==> config.mk <==
export PLATFORM = sky130hd
export DESIGN_NAME = i2c_arbiter
export DESIGN_NICKNAME = d
export VERILOG_FILES = /design/src/rtl/i2c_arbiter.sv
export SDC_FILE = /design/constraint.sdc
export NUM_CORES = 1
export LEC_CHECK = 0
export ABC_AREA = 1
export BUFFER_PORTS_ARGS = -buffer_cell sky130_fd_sc_hd__buf_2
export CAP_MARGIN = 20
export CELL_PAD_IN_SITES_DETAIL_PLACEMENT = 0
export CELL_PAD_IN_SITES_GLOBAL_PLACEMENT = 1
export CORE_MARGIN = 10
export CORE_UTILIZATION = 33
export CTS_CLUSTER_DIAMETER = 150
export DETAILED_ROUTE_END_ITERATION = 10
export MAX_ROUTING_LAYER = met4
export PLACE_DENSITY_LB_ADDON = 0.1
export SETUP_SLACK_MARGIN = 0.4
export SYNTH_ARGS = -nofsm -noshare
export SYNTH_HDL_FRONTEND = slang
export SYNTH_SLANG_ARGS = --single-unit
==> constraint.sdc <==
create_clock -name clk -period 1.7 [get_ports clk]
set_input_delay 0.085 -clock clk [delete_from_list [all_inputs] [get_ports clk]]
set_output_delay 0.085 -clock clk [all_outputs]
set_load 0.01 [all_outputs]
==> src/rtl/i2c_arbiter.sv <==
// Round-robin arbiter that lends one I2C master to two requesters and sequences each transfer.
// Optional RUN-state watchdog abort is built when I2C_ARB_TIMEOUT_EN is defined.
module i2c_arbiter #(
  parameter int TIMEOUT = 2000,
  parameter int TW      = 16
) (
  input  logic       clk,
  input  logic       rst,
  input  logic [1:0] req,
  input  logic [1:0] req_rw,
  input  logic [7:0] req_wdata0,
  input  logic [7:0] req_wdata1,
  output logic [1:0] gnt,
  output logic [1:0] done,
  output logic [7:0] rdata,
  output logic       err,
  output logic       m_rst,
  output logic       m_rw,
  output logic [7:0] m_data_in,
  input  logic [7:0] m_data_out,
  input  logic [2:0] m_state
);

  typedef enum logic [1:0] {
    IDLE   = 2'd0,
    GRANT  = 2'd1,
    RUN    = 2'd2,
    FINISH = 2'd3
  } state_t;

  localparam logic [2:0] M_DONE = 3'd5;

  if ((64'd1 << TW) <= 64'(TIMEOUT)) begin : g_tw_check
    $error("i2c_arbiter: TW too narrow to hold TIMEOUT");
  end

  state_t     state_r, state_s;
  logic       win_r, win_s;
  logic       last_r, last_s;
  logic       pick_s;
  logic [1:0] gnt_r, gnt_s;
  logic [1:0] done_r, done_s;
  logic [7:0] rdata_r, rdata_s;
  logic       m_rst_r, m_rst_s;
  logic       m_rw_r, m_rw_s;
  logic [7:0] m_data_in_r, m_data_in_s;
  logic       timeout_s;
  logic       err_s;

`ifdef I2C_ARB_TIMEOUT_EN
  localparam logic [TW-1:0] WD_LAST = TW'(TIMEOUT - 1);
  logic [TW-1:0] wd_cnt_r, wd_cnt_s;
  logic          err_r;
`endif

  // Next-state and next-output computation for the transaction sequencer
  always_comb begin
    state_s     = state_r;
    win_s       = win_r;
    last_s      = last_r;
    gnt_s       = gnt_r;
    done_s      = 2'b00;
    rdata_s     = rdata_r;
    m_rst_s     = m_rst_r;
    m_rw_s      = m_rw_r;
    m_data_in_s = m_data_in_r;
    err_s       = 1'b0;
`ifdef I2C_ARB_TIMEOUT_EN
    wd_cnt_s    = wd_cnt_r;
    timeout_s   = (wd_cnt_r == WD_LAST);
`else
    timeout_s   = 1'b0;
`endif

    // On a tie the requester that did not go last wins
    if (req == 2'b11) begin
      pick_s = ~last_r;
    end else begin
      pick_s = req[1];
    end

    case (state_r)
      IDLE: begin
        m_rst_s = 1'b1;
        if (req != 2'b00) begin
          state_s     = GRANT;
          win_s       = pick_s;
          gnt_s       = pick_s ? 2'b10 : 2'b01;
          m_rw_s      = req_rw[pick_s];
          m_data_in_s = pick_s ? req_wdata1 : req_wdata0;
        end else begin
          state_s = IDLE;
        end
      end
      GRANT: begin
        state_s = RUN;
        m_rst_s = 1'b0;
`ifdef I2C_ARB_TIMEOUT_EN
        wd_cnt_s = '0;
`endif
      end
      RUN: begin
        if (m_state == M_DONE) begin
          state_s = FINISH;
          m_rst_s = 1'b1;
          done_s  = win_r ? 2'b10 : 2'b01;
          if (m_rw_r) begin
            rdata_s = m_data_out;
          end else begin
            rdata_s = rdata_r;
          end
        end else if (timeout_s) begin
          state_s = FINISH;
          m_rst_s = 1'b1;
          done_s  = win_r ? 2'b10 : 2'b01;
          err_s   = 1'b1;
        end else begin
          state_s = RUN;
`ifdef I2C_ARB_TIMEOUT_EN
          wd_cnt_s = wd_cnt_r + TW'(1);
`endif
        end
      end
      FINISH: begin
        state_s = IDLE;
        gnt_s   = 2'b00;
        last_s  = win_r;
      end
      default: begin
        state_s = IDLE;
        gnt_s   = 2'b00;
        m_rst_s = 1'b1;
      end
    endcase
  end

  // Sequencer state and registered outputs
  always_ff @(posedge clk or negedge rst) begin
    if (!rst) begin
      state_r     <= IDLE;
      win_r       <= 1'b0;
      last_r      <= 1'b1;
      gnt_r       <= 2'b00;
      done_r      <= 2'b00;
      rdata_r     <= 8'h00;
      m_rst_r     <= 1'b1;
      m_rw_r      <= 1'b1;
      m_data_in_r <= 8'h00;
    end else begin
      state_r     <= state_s;
      win_r       <= win_s;
      last_r      <= last_s;
      gnt_r       <= gnt_s;
      done_r      <= done_s;
      rdata_r     <= rdata_s;
      m_rst_r     <= m_rst_s;
      m_rw_r      <= m_rw_s;
      m_data_in_r <= m_data_in_s;
    end
  end

`ifdef I2C_ARB_TIMEOUT_EN
  // Watchdog counter and abort flag
  always_ff @(posedge clk or negedge rst) begin
    if (!rst) begin
      wd_cnt_r <= '0;
      err_r    <= 1'b0;
    end else begin
      wd_cnt_r <= wd_cnt_s;
      err_r    <= err_s;
    end
  end

  assign err = err_r;
`else
  assign err = err_s & 1'b0;
`endif

  assign gnt       = gnt_r;
  assign done      = done_r;
  assign rdata     = rdata_r;
  assign m_rst     = m_rst_r;
  assign m_rw      = m_rw_r;
  assign m_data_in = m_data_in_r;

endmodule

==> impl_metrics.tcl <==
set metrics [dict create \
    status "completed" \
    antenna_found_initial 0 \
    async_reset_ff_share_pct 100.0 \
    std_cell_rows 22 \
    cts_buffers 3 \
    grt_pass1_wl_mm 5.927 \
    synth_edf_count 0 \
    io_buffers 54 \
    htreeDepth 1 \
    diodes 0 \
    die-area_mm2 0.006795 \
    final_util_pct 47.34 \
    cp-start-kind "flip-flop" \
    crit_required_ns 1.62 \
    clk_pin_slew_ns 0.09 \
    cp.depth 1 \
    drt_iter0_markers 41 \
    cts.sinks 26 \
    fin_setup_tns_ns 0 \
    clk_path_buf_depth 2 \
    dp_hpwl_mm 2.849 \
    synth_seq_cells 26 \
    grt_pass1_vias 1311 \
    synth_top_area_share_pct 44.75 \
    yosysTopAreaCell "dfrtp_1" \
    ir_worst_vdd_uv 609.3 \
    hold_depth 3 \
    dieHeight_um 82.43 \
    rsz0062_at_grt "yes" \
    crit_chain "buf_2" \
    ant_nets 0 \
    viasPerCell 4.723 \
    fp.dieW_um 82.43 \
    setup_viol 0 \
    critPathMaxStageDelay_ns 0.67 \
    ys_warn_count 0 \
    start_util_pct 34.61 \
    power.density_mw_per_mm2 1637 \
    synthCells 143 \
    pin_count 56 \
    crit_slowest_cell "dfstp_2" \
    cts.root.buffer_cell "clkbuf_8" \
    post-route-drc-count 0 \
    hold_viol 0 \
    grt-ovfl-total 0 \
    vias 1195 \
    grtUsageTotal_pct 11.14 \
    area_growth_pct 36.77 \
    synthTopCellsByArea "dfrtp_1, nand2_1, nand3_1" \
    wl_per_cell_um 14.45 \
    fin_crit_sh_pct 70.62 \
    slew_violations 0 \
    cp_num_buf_inv 1 \
    hold_class "in -> reg" \
    yosysMostFrequentCell "nand2_1" \
    core_mm2 0.003716 \
    synthFlopType "dfrtp_1" \
    grt_max_degree 27 \
    worstPathMaxFanout 11 \
    p_leak_nw 0.9543 \
    clock_latency_ns 0.26 \
    cap_viol_max_count 0 \
    crit_family "flip-flops" \
    skew_ns 0.003085 \
    ys_seq_area_share_pct 50.88 \
    period_minus_slack_ns 1.200 \
    relSlewSlack_pct 60.55 \
    drt_pass1_iterations 4 \
    final_cells 253 \
    worstPathArrival_ns 1.12 \
    rr_worst_depth 5 \
    netlist_area_mm2 0.001286 \
    syn_avg_cell_area_um2 8.995 \
    wl_mm 3.657 \
    drive_above_1_share_pct 40.00 \
    final_nets 245 \
    synth_cell_type_count 22 \
    path_class "reg -> out" \
    endpoint_kind "output pin" \
    syn_nets 182 \
    cts_tree "done" \
    worst_pin_slew_ns 0.5918 \
    gp_congestion 0.8196 \
    place_inst 242 \
    fmax_ghz 0.8330 \
    synth_common_cells "nand2_1, dfrtp_1, nand3_1" \
]
## per-stage QoR
step / cell area (um^2) / power, mW / hold slack, ns / worst slack [ns]
6_report: 1759 / 2.881 / 0.05122 / 0.4995
5_1_grt: 1759 / 3.143 / 0.06088 / 0.3949
4_1_cts: 1714 / 2.821 / 0.05130 / 0.4064
3_5_place_dp: 1612 / 2.338 / 0.1323 / 0.2639
3_3_place_gp: 1612 / 2.302 / 0.1284 / 0.3008
2_1_floorplan: 1286 / 1.819 / -0.2106 / 0.4253
## cell type report
cell class	instances	area (um^2)
Clock buffer	4	55.05
Fill cell	380	1957
Inverter	10	37.54
Multi-Input combinational cell	99	576.8
Sequential cell	26	654.4
Tap cell	48	60.06
Timing Repair Buffer	66	375.4
## final timing paths
kind	startpoint	endpoint	slack (ns)
setup / recovery	m_rw	m_rw	0.50
hold / removal	req_wdata0[2]	m_data_in[2]	0.05
setup reg to reg	last_r	m_data_in[4]	0.50
hold reg to reg	win_r	done[0]	0.45
max in group asynchronous	rst	m_data_in[0]	0.97
min in group asynchronous	rst	rdata[3]	0.34
## where the power goes
group          internal (mW)  switching [mW]  leakage, nW
Combinational          0.628           0.769        0.604
Sequential             0.910           0.178        0.322
Clock                  0.207           0.189       0.0288
Total                   1.74            1.14        0.954
## cells in the final DEF, fill, tap and decap left out
cell type	n
nand2_2	1
buf_12	1
o21ai_0	3
nor2_4	1
nor2_1	4
o21bai_1	1
nor2_8	1
dfrtp_1	23
nand4_1	15
buf_4	10
clkbuf_8	4
buf_2	54
nand3_4	1
nand2_4	1
ha_4	2
ha_1	4
conb_1	1
inv_2	3
dlygate4sd3_1	1
o21ai_1	1
nand3b_1	2
nand3_1	21
nand2_1	40
inv_1	7
dfstp_2	3
## flip-flops by register name (all words and copies together), names as in the netlist
register	cells
done	2
gnt	2
last_r	1
m_data_in	8
m_rst	1
m_rw	1
rdata	8
state_r	2
win_r	1
## logic make-up after synthesis
kind of cell / count (synthesis) / share of synthesized area (%)
simple gates: 87 / 33.66
flops: 26 / 50.88
buf+inv: 18 / 7.197
fa+ha+maj: 6 / 5.836
compound gates: 5 / 2.140
other cells: 1 / 0.2915
## layer usage
layer	part of all wire [%]	global-route usage, %	wire (um)
met1	43	13.50	1577
met5	0	-	0
met2	49	18.27	1802
met4	0.33	2.551	12
met3	7.2	2.700	264
## repair_timing
| action | 4_1_cts | 5_1_grt |
|---|---|---|
| setup buffers | 4 | 2 |
| gates resized for setup | 4 | 6 |
| hold endpoints to repair | 23 | 0 |
| hold buffers | 1 | 0 |
| setup endpoints to repair | 23 | 22 |
Note: power is estimated with default switching activity, not from simulation.
